--- config.mk ---
export PLATFORM = sky130hd
export DESIGN_NAME = stream_mux_arb
export DESIGN_NICKNAME = d
export VERILOG_FILES = /design/src/rtl/mux_pkg.sv /design/src/rtl/rr_picker.sv /design/src/rtl/stream_mux_arb.sv
export SDC_FILE = /design/constraint.sdc
export NUM_CORES = 1
export LEC_CHECK = 0
export CORE_MARGIN = 8
export CORE_UTILIZATION = 53
export DETAILED_ROUTE_END_ITERATION = 10
export PLACE_DENSITY = 0.87
export SKIP_CTS_REPAIR_TIMING = 1
export SLEW_MARGIN = 20
export SYNTH_ARGS = -nofsm -noshare
export SYNTH_HDL_FRONTEND = slang
export SYNTH_SLANG_ARGS = --single-unit
--- constraint.sdc ---
create_clock -name clk -period 6.37 [get_ports clk]
set_input_delay 0.637 -clock clk [delete_from_list [all_inputs] [get_ports clk]]
set_output_delay 0.637 -clock clk [all_outputs]
set_load 0.1 [all_outputs]
--- src/rtl/mux_pkg.sv ---
// Shared encodings and helpers for the stream multiplexer/arbiter family.
package mux_pkg;

  localparam logic MODE_FIXED = 1'b0;
  localparam logic MODE_RR    = 1'b1;

  // A 2-input mux still needs a 1-bit select field.
  function automatic int sel_width(input int n);
    return (n <= 2) ? 1 : $clog2(n);
  endfunction

endpackage

--- src/rtl/rr_picker.sv ---
// Combinational round-robin picker: rotate the requests so the pointer sits at
// bit 0, take the first set bit, then map that offset back to a channel index.
module rr_picker #(
  parameter int N  = 4,
  parameter int PW = 2
) (
  input  logic [N-1:0]  req_i,
  input  logic [PW-1:0] ptr_i,
  output logic [N-1:0]  grant_o,
  output logic [PW-1:0] idx_o
);

  logic [PW-1:0] base_s;
  logic [N-1:0]  rot_s;
  logic [PW-1:0] off_s;
  logic [PW:0]   sum_s;
  logic [PW:0]   wrap_s;

  // Rotate, find first requester at or after the pointer, un-rotate.
  always_comb begin
    if ({1'b0, ptr_i} < (PW+1)'(N)) begin
      base_s = ptr_i;
    end else begin
      base_s = '0;
    end
    // The doubled vector makes the rotation correct for non-power-of-2 N.
    rot_s = N'({req_i, req_i} >> base_s);
    off_s = '0;
    for (int k = N-1; k >= 0; k--) begin
      if (rot_s[k]) begin
        off_s = PW'(k);
      end else begin
        off_s = off_s;
      end
    end
    sum_s = {1'b0, base_s} + {1'b0, off_s};
    if (sum_s >= (PW+1)'(N)) begin
      wrap_s = sum_s - (PW+1)'(N);
    end else begin
      wrap_s = sum_s;
    end
    idx_o = PW'(wrap_s);
    if (|rot_s) begin
      grant_o = {{(N-1){1'b0}}, 1'b1} << idx_o;
    end else begin
      grant_o = '0;
    end
  end

endmodule

--- src/rtl/stream_mux_arb.sv ---
// N-channel valid/ready stream mux with fixed-select or round-robin arbitration
// feeding a single registered output stage.
module stream_mux_arb
  import mux_pkg::*;
#(
  parameter  int WIDTH    = 5,
  parameter  int CHANNELS = 4,
  localparam int SELW     = sel_width(CHANNELS)
) (
  input  logic                      clk,
  input  logic                      reset,
  input  logic [CHANNELS*WIDTH-1:0] in_data,
  input  logic [CHANNELS-1:0]       in_valid,
  output logic [CHANNELS-1:0]       in_ready,
  input  logic                      mode,
  input  logic [SELW-1:0]           sel,
  output logic [WIDTH-1:0]          out_data,
  output logic [SELW-1:0]           out_chan,
  output logic                      out_valid,
  input  logic                      out_ready
);

  logic [CHANNELS-1:0] rr_grant_s;
  logic [CHANNELS-1:0] fix_grant_s;
  logic [CHANNELS-1:0] grant_s;
  logic [SELW-1:0]     rr_idx_s;
  logic [SELW-1:0]     grant_idx_s;
  logic                space_s;
  logic                xfer_s;
  logic [WIDTH-1:0]    word_s;

  logic [WIDTH-1:0]    out_data_q, out_data_d;
  logic [SELW-1:0]     out_chan_q, out_chan_d;
  logic                out_valid_q, out_valid_d;
  logic [SELW-1:0]     ptr_q, ptr_d;

  rr_picker #(
    .N  (CHANNELS),
    .PW (SELW)
  ) u_rr_picker (
    .req_i   (in_valid),
    .ptr_i   (ptr_q),
    .grant_o (rr_grant_s),
    .idx_o   (rr_idx_s)
  );

  // Grant selection, handshake and granted-word mux.
  always_comb begin
    fix_grant_s = '0;
    if ({1'b0, sel} < (SELW+1)'(CHANNELS)) begin
      fix_grant_s[sel] = in_valid[sel];
    end else begin
      fix_grant_s = '0;
    end
    case (mode)
      MODE_FIXED: begin
        grant_s     = fix_grant_s;
        grant_idx_s = sel;
      end
      MODE_RR: begin
        grant_s     = rr_grant_s;
        grant_idx_s = rr_idx_s;
      end
      default: begin
        grant_s     = '0;
        grant_idx_s = '0;
      end
    endcase
    space_s  = ~out_valid_q | out_ready;
    in_ready = grant_s & {CHANNELS{space_s & ~reset}};
    xfer_s   = |(in_valid & in_ready);
    // Grant is one-hot or zero, so an AND-OR mux is sufficient.
    word_s = '0;
    for (int i = 0; i < CHANNELS; i++) begin
      word_s = word_s | ({WIDTH{grant_s[i]}} & in_data[i*WIDTH +: WIDTH]);
    end
  end

  // Next state of the output register and round-robin pointer.
  always_comb begin
    out_data_d  = out_data_q;
    out_chan_d  = out_chan_q;
    out_valid_d = out_valid_q;
    ptr_d       = ptr_q;
    if (xfer_s) begin
      out_data_d  = word_s;
      out_chan_d  = grant_idx_s;
      out_valid_d = 1'b1;
      if (mode == MODE_RR) begin
        ptr_d = (grant_idx_s == SELW'(CHANNELS-1)) ? '0 : grant_idx_s + SELW'(1);
      end else begin
        ptr_d = ptr_q;
      end
    end else if (out_ready) begin
      out_valid_d = 1'b0;
    end else begin
      out_valid_d = out_valid_q;
    end
  end

  // State registers with synchronous reset.
  always_ff @(posedge clk) begin
    if (reset) begin
      out_data_q  <= '0;
      out_chan_q  <= '0;
      out_valid_q <= 1'b0;
      ptr_q       <= '0;
    end else begin
      out_data_q  <= out_data_d;
      out_chan_q  <= out_chan_d;
      out_valid_q <= out_valid_d;
      ptr_q       <= ptr_d;
    end
  end

  assign out_data  = out_data_q;
  assign out_chan  = out_chan_q;
  assign out_valid = out_valid_q;

endmodule

==> results of run 1 <==
==> cell type report <==
class,instances,area [sq um],share of cell area
Sequential cell,10,200,0.102
Clock buffer,4,36.3,0.0185
Timing Repair Buffer,44,425,0.217
Tap cell,31,38.8,0.0198
Inverter,10,37.5,0.0191
Multi-Input combinational cell,171,1220,0.624
==> metal layers <==
layer | vias to the layer above | track usage | routed length, um
li1 | 874 | - | -
met1 | 845 | 0.265 | 2020
met2 | 111 | 0.293 | 2260
met3 | 11 | 0.0282 | 525
met4 | 0 | 0.0759 | 99
met5 | - | 0 | 0
==> state kept, by name, indices dropped and copies added (netlist names) <==
register   cells
out_data       5
out_chan       2
ptr_q          2
out_valid      1
==> power breakdown <==
part	switching, mW	internal, mW
Clock	0.0205	0.0347
Combinational	0.401	0.189
Sequential	0.0269	0.0831
Total	0.448	0.307
==> kinds of logic (layout without fill, tap and decap cells) <==
logic type                 Yosys count  after routing  synth area share
AOI/OAI and AO/OA                   71             71             0.363
buffers and inverters               27             58            0.0859
muxes                                2              2            0.0128
and+or+nand+nor                     93             93             0.380
DFF                                 10             10             0.128
adders and majority gates            1              1           0.00802
xor gates and xnor gates             4              4            0.0225
==> critical path, stage by stage <==
cell,delay (ns)
clkdlybuf4s50_1,0.75
inv_1,0.12
a311oi_1,0.32
o211ai_1,0.12
ha_1,0.28
xnor2_1,0.70
o31ai_1,0.21
nand2_1,0.19
nor2_1,0.09
nor2_1,0.10
nor2_1,0.04
clkdlybuf4s50_1,0.98
==> cell usage after synthesis, drive strengths merged, types with 3 or more instances <==
library cell and count:
nand2 23, nor2 15, o21ai 14, a211oi 13, a21oi 10, a22oi 10, buf 10, dfxtp 10
inv 10, nor4 9, clkbuf 7, nor4b 7, a32oi 6, nand2b 5, nand4b 5, a31oi 4
nand3 4, nor2b 4, o211ai 4, nand4 3, or2 3, or4 3, xnor2 3
==> worst min path at each step <==
stage	startpoint	to	cells after the start
5_1_grt	out_data[3]	out_data[3]	2
3_3_place_gp	out_data[3]	out_data[3]	2
4_1_cts	out_data[2]	out_data[2]	2
2_1_floorplan	ptr_q[1]	ptr_q[1]	3
6_report	out_data[2]	out_data[2]	2
3_5_place_dp	out_data[2]	out_data[2]	2
==> stage by stage <==
stage               area [sq um]  hold WS, ns  worst slack [ns]
finish                      1960        0.453              1.18
global route                1960        0.477             0.888
CTS                         1960        0.456              1.25
detailed placement          1930        0.447              1.27
global placement            1930        0.446              1.38
floorplan                   1560        0.611              1.91
==> impl_metrics.py, run 1 <==
metrics = {
    "outcome": {
        "status": "finished, final reports clean",
    },
    "clocking": {
        "cts-root-buf": "clkbuf_4",
        "clock_sinks": 10,
        "clk_pin_slew_worst_paths_ns": 0.06,
        "clock_latency_ns": 0.26,
        "cts_tree": "built",
        "clk_path_buf_depth": 2,
        "htree_levels": 1,
        "cts_buffers": 3,
    },
    "critical_path": {
        "endpoint": "in_ready[1]",
        "start_kind": "primary input",
        "reg2reg_from": "ptr_q[0]",
        "critPathArrivalTime_ns": 4.55,
        "crit_fanout": 13,
        "crit_path_start": "in_valid[1]",
        "cp.required_ns": 5.73,
        "rr_worst_depth": 11,
        "critPathCaptureType": "output pin",
        "reg2reg_to": "out_data[1]",
        "reg2reg_slack_ns": 2.77,
        "path_class": "in2out",
    },
    "logic_synthesis": {
        "ys_ff_latch": 10,
        "ys_seq_area_frac": 0.128,
        "syn_inst": 208,
        "synth_flop_cell": "dfxtp_1",
        "synth_cell_types": 61,
        "async_flop_share": 0,
        "syn_area_per_cell_sq_um": 7.50,
        "synth_edf_count": 0,
        "synth.area.top_cells": "dfxtp_1, a211oi_1, nand2_1",
        "yosysWarningCount": 0,
        "synth.largest_area_cell": "dfxtp_1",
        "netlist.area_leader.share": 0.128,
        "synth_area_sq_mm": 0.00156,
        "syn-num-nets": 239,
    },
    "drt": {
        "wl_per_cell_um": 18.2,
        "vias_per_cell": 6.82,
        "routed_wl_um": 4900,
        "num_vias": 1841,
        "dr.pass1.iters": 4,
        "drt.antenna.violating_nets": 0,
        "drc": 0,
        "drt_iter0_markers": 167,
    },
    "cells_and_area": {
        "drive_gt1_frac": 0.113,
        "synthToLayoutAreaGrowth_pct": 25.9,
        "nNetsFinal": 271,
        "fin_cells": 270,
        "n_antenna_cell": 0,
        "final_cell_mix": "clkdlybuf4s50_1, nand2_1, nor2_1",
        "final_common_cell": "clkdlybuf4s50_1",
        "num-fill-cells": 233,
        "final_util": 0.706,
    },
    "power_and_ir_drop": {
        "p_leak_nw": 0.692,
        "vdd_drop_max_v": 0.000356,
        "powerDensity_mw_per_mm2": 385,
        "power.total_mw": 0.755,
    },
    "die": {
        "die_w_um": 70.2,
        "ioPinCount": 42,
        "rows": 19,
        "die_height_um": 70.2,
        "dieArea_sq_mm": 0.00493,
        "core_sq_mm": 0.00278,
        "start_util": 0.561,
    },
    "place": {
        "place_congestion": 0.897,
        "dp.cells": 266,
        "hpwl_um": 3670,
        "numPortBuffers": 41,
    },
    "global_route": {
        "gr-total-overflow": 0,
        "grt_max_degree": 18,
        "grt_pass1_wl_um": 8200,
        "track_usage": 0.194,
        "grt_pass1_vias": 1684,
        "antenna_found_initial": 0,
    },
    "timing": {
        "slew-limit-headroom": 0.351,
        "period_needed_ns": 5.19,
        "worstMarginPinSlew_ns": 0.971,
        "hold_viol": 0,
        "setup_viol": 0,
        "fin_setup_tns_ns": 0,
        "final_max_slew_viol_count": 0,
        "finalCritPeriodShare": 0.814,
        "clock_skew_ns": 0.00224,
        "max_clock_freq_ghz": 0.193,
        "grt_setup_unrepaired": "no",
    },
    "flow_run": {
        "drv_cap": 0,
    },
    "min_path": {
        "min_path_type": "reg2reg",
    },
}
(Power assumes the default switching activity.)
==> run 2: changes to the inputs <==
- CORE_UTILIZATION: 53 -> 44
- PLACE_DENSITY: 0.87 -> 0.77
- clock period: 6.37 -> 4.74 ns (I/O delays scaled with it)
==> impl_metrics.py, run 2 (synthesis gave the netlist of run 1 again) <==
metrics = {
    "critical_path": {
        "crit_top_cell": "nor2_1",
        "max_stage_delay_ns": 0.76,
        "path_class": "in2out",
        "path_buf_inv": 2,
        "path_cells": "clkdlybuf4s50_1 > nor2_1 > or4_1 > o211ai_1 > ha_1 > xor2_1 > nand4_1 > nand2_1 > a21oi_1 > nor2_1 > buf_12",
        "start_kind": "primary input",
        "critPathArrivalTime_ns": 3.70,
        "critPathCaptureType": "output pin",
        "cp.required_ns": 4.27,
        "cpLargestDelayFamily": "simple AND/OR/NAND/NOR gates",
        "crit_fanout": 13,
        "slowest_stage": "clkdlybuf4s50_1",
    },
    "global_route": {
        "grt_max_degree": 18,
        "grt_pass1_wl_um": 8290,
        "track_usage": 0.185,
        "antenna_found_initial": 0,
        "grt_pass1_vias": 1710,
        "gr-total-overflow": 0,
    },
    "timing": {
        "setup_ws_ns": 0.567,
        "final_max_slew_viol_count": 0,
        "grt_setup_unrepaired": "no",
        "setup_viol": 0,
        "period_needed_ns": 4.17,
        "clock_skew_ns": 0.00166,
        "hold_viol": 0,
        "holdWs_ns": 0.456,
        "fin_setup_tns_ns": 0,
        "finalCritPeriodShare": 0.880,
        "slew-limit-headroom": 0.343,
        "worstMarginPinSlew_ns": 0.982,
        "max_clock_freq_ghz": 0.240,
    },
    "cells_and_area": {
        "register_area_sq_um": 200,
        "stdcell_area_sq_mm": 0.00204,
        "num-fill-cells": 330,
        "n_antenna_cell": 0,
        "nNetsFinal": 273,
        "final_cell_mix": "clkdlybuf4s50_1, nand2_1, nor2_1",
        "final_util": 0.608,
        "largest_reg_flops": 5,
        "final_common_cell": "clkdlybuf4s50_1",
        "multi_input_area_sq_mm": 0.00122,
        "drive_gt1_frac": 0.124,
        "synthToLayoutAreaGrowth_pct": 31.1,
        "fin_cells": 287,
    },
    "place": {
        "dpl_cell_area_sq_mm": 0.00201,
        "dp.cells": 283,
        "hpwl_um": 3890,
        "place_congestion": 0.935,
        "numPortBuffers": 41,
        "pre_cts_ws_ns": 0.607,
    },
    "drt": {
        "vias_per_cell": 6.21,
        "wl_per_cell_um": 17.3,
        "drt_iter0_markers": 93,
        "routed_wl_um": 4960,
        "drc": 0,
        "num_vias": 1781,
        "drt.antenna.violating_nets": 0,
        "dr.pass1.iters": 4,
    },
    "die": {
        "die_height_um": 75.5,
        "rows": 21,
        "ioPinCount": 42,
        "die_w_um": 75.5,
        "start_util": 0.464,
        "dieArea_sq_mm": 0.00570,
        "core_sq_mm": 0.00336,
    },
    "clocking": {
        "htree_levels": 1,
        "clock_sinks": 10,
        "cts-root-buf": "clkbuf_4",
        "clk_pin_slew_worst_paths_ns": 0.06,
        "clk_path_buf_depth": 2,
        "cts_buffers": 3,
        "cts_tree": "built",
        "clock_latency_ns": 0.27,
    },
    "outcome": {
        "status": "finished, final reports clean",
    },
    "power_and_ir_drop": {
        "powerDensity_mw_per_mm2": 510,
        "p_leak_nw": 0.714,
        "vdd_drop_max_v": 0.000190,
        "power.total_mw": 1.04,
    },
    "min_path": {
        "min_path_type": "reg2reg",
    },
    "flow_run": {
        "drv_cap": 0,
    },
}
[run 2: cell count changes in the layout (fill, tap and decap cells not counted), sizes merged]
cell / change
clkdlybuf4s50: -1
buf: +3
[run 2: final timing paths]
check	slack [ns]	startpoint	to	depth (start not counted)
worst min register to register	0.46	out_data[4]	out_data[4]	2
worst min-delay path	0.46	out_data[4]	out_data[4]	2
worst max-delay path	0.57	in_valid[3]	in_ready[2]	11
worst max register to register	1.24	ptr_q[0]	out_data[4]	11
[run 2: where the power goes]
| part | total [mW] | internal (mW) | switching [mW] |
|---|---|---|---|
| Clock | 0.0763 | 0.0467 | 0.0296 |
| Sequential | 0.149 | 0.112 | 0.0374 |
| Combinational | 0.818 | 0.277 | 0.540 |
[run 2: per-layer routing]
layer	GRT usage	routed length, um
met5	0	0
met1	0.242	2120
met3	0.0184	353
met2	0.291	2410
met4	0.0981	80
[run 2: final cells by class]
type / instances / share of cell area
clock buffers: 4 / 0.0177
inverters: 10 / 0.0184
multi-input cells: 171 / 0.599
flip-flops and latches: 10 / 0.0979
well taps: 46 / 0.0282
repair buffers: 46 / 0.239
[run 2: worst reg2reg max path, cell delays in order (launching register included)]
cell	delay (ns)
dfxtp_1	0.67
nor2_1	0.19
a221oi_1	0.28
o211ai_1	0.14
ha_1	0.28
xor2_1	0.57
nand3_1	0.14
nor4_1	0.53
o21ai_0	0.18
nand4b_1	0.17
a211oi_1	0.06
a211oi_1	0.21
==> run 3: changes to the inputs <==
- CORE_ASPECT_RATIO: not set -> 1.4
==> impl_metrics.py, run 3 (synthesis gave the netlist of run 1 again) <==
metrics = {
    "place": {
        "hpwl_um": 3740,
        "numPortBuffers": 41,
        "place_congestion": 0.912,
    },
    "critical_path": {
        "critPathArrivalTime_ns": 3.47,
        "critPathCaptureType": "output pin",
        "reg2reg_slack_ns": 1.26,
        "rr_worst_depth": 12,
        "path_class": "in2out",
        "crit_top_cell": "nor2_1",
        "crit_fanout": 14,
        "cp.required_ns": 4.27,
        "reg2reg_to": "out_data[1]",
        "reg2reg_from": "ptr_q[0]",
        "start_kind": "primary input",
        "max_stage_delay_ns": 0.76,
        "slowest_stage": "clkdlybuf4s50_1",
        "path_cells": "clkdlybuf4s50_1 > nor2_1 > or4_1 > o211ai_1 > ha_1 > xor2_1 > buf_4 > nand4_1 > nand2_1 > a31oi_1 > nor2_1 > buf_12",
    },
    "timing": {
        "worstMarginPinSlew_ns": 0.972,
        "hold_viol": 0,
        "clock_skew_ns": 0.000145,
        "setup_viol": 0,
        "max_clock_freq_ghz": 0.253,
        "finalCritPeriodShare": 0.832,
        "fin_setup_tns_ns": 0,
        "slew-limit-headroom": 0.350,
        "period_needed_ns": 3.95,
        "grt_setup_unrepaired": "no",
        "final_max_slew_viol_count": 0,
    },
    "min_path": {
        "hold_start": "out_data[2]",
        "whs_path_depth": 2,
        "hold_end": "out_data[2]",
        "min_path_type": "reg2reg",
    },
    "die": {
        "ioPinCount": 42,
        "rows": 25,
        "die_height_um": 86.4,
        "die_w_um": 66.3,
        "dieArea_sq_mm": 0.00573,
        "start_util": 0.461,
        "core_sq_mm": 0.00338,
    },
    "clocking": {
        "cts_tree": "built",
        "htree_levels": 1,
        "cts_buffers": 3,
        "cts-root-buf": "clkbuf_8",
        "clock_latency_ns": 0.24,
        "clk_pin_slew_worst_paths_ns": 0.05,
        "clock_sinks": 10,
        "clk_path_buf_depth": 2,
    },
    "power_and_ir_drop": {
        "powerDensity_mw_per_mm2": 522,
        "p_leak_nw": 0.723,
        "vdd_drop_max_v": 0.000358,
    },
    "cells_and_area": {
        "nNetsFinal": 273,
        "final_util": 0.609,
        "num-fill-cells": 316,
        "largest_reg_flops": 5,
        "final_cell_mix": "clkdlybuf4s50_1, nand2_1, nor2_1",
        "register_area_sq_um": 200,
        "drive_gt1_frac": 0.124,
        "multi_input_area_sq_mm": 0.00122,
        "n_antenna_cell": 0,
        "synthToLayoutAreaGrowth_pct": 31.9,
        "final_common_cell": "clkdlybuf4s50_1",
    },
    "drt": {
        "wl_per_cell_um": 17.7,
        "num_vias": 1810,
        "dr.pass1.iters": 5,
        "drc": 0,
        "vias_per_cell": 6.44,
        "routed_wl_um": 4990,
        "drt_iter0_markers": 158,
        "drt.antenna.violating_nets": 0,
    },
    "global_route": {
        "grt_pass1_vias": 1662,
        "antenna_found_initial": 0,
        "grt_max_degree": 18,
        "gr-total-overflow": 0,
        "grt_pass1_wl_um": 8010,
        "track_usage": 0.170,
    },
    "flow_run": {
        "drv_cap": 0,
    },
    "outcome": {
        "status": "finished, final reports clean",
    },
}
-- run 3: cell count changes in the layout (fill, tap and decap cells not counted) --
| cell | delta |
|---|---|
| clkbuf_4 | -3 |
| clkbuf_8 | +3 |
-- run 3: where the power goes --
| group | internal [mW] | switching, mW |
|---|---|---|
| clock | 0.0731 | 0.0350 |
| combinational | 0.277 | 0.539 |
| sequential | 0.112 | 0.0365 |
| total | 0.462 | 0.610 |
-- run 3: critical path, delay by kind of cell --
kind | cells | cell delay [ns]
AOI/OAI and AO/OA | 2 | 0.21
and+or+nand+nor | 5 | 1.07
buffers and inverters | 3 | 1.20
adders and majority gates | 1 | 0.33
xor gates and xnor gates | 1 | 0.18
-- run 3: per-stage QoR --
step	setup slack [ns]	hold slack, ns	area, sq um	power [mW]	instances
after floorplan	0.602	0.611	1560	0.763	208
after global placement	0.813	0.450	2000	0.948	277
after detailed placement	0.777	0.451	2000	0.957	277
after CTS	0.817	0.458	2060	1.07	281
after global routing	0.607	0.476	2060	1.13	281
final	0.794	0.455	2060	1.07	281
-- run 3: final cells by class --
class | count | share of cell area
clock buffer | 4 | 0.0268
inverter | 10 | 0.0183
multi-input combinational | 171 | 0.596
sequential | 10 | 0.0974
tap | 40 | 0.0243
timing repair buffer | 46 | 0.237
-- run 3: how the worst max path moves through the flow --
stage	start	to	cells past startpoint
after CTS	in_valid[3]	in_ready[0]	12
after global routing	in_valid[1]	in_ready[3]	13
final	in_valid[3]	in_ready[3]	12
after floorplan	in_valid[2]	in_ready[2]	10
after detailed placement	in_valid[1]	out_data[1]	13
after global placement	in_valid[3]	out_data[3]	13
-- run 3: per-layer routing --
| layer | part of all wire | global-route usage |
|---|---|---|
| met5 | 0 | 0 |
| met1 | 0.40 | 0.214 |
| met2 | 0.50 | 0.274 |
| met3 | 0.066 | 0.0168 |
| met4 | 0.027 | 0.0858 |
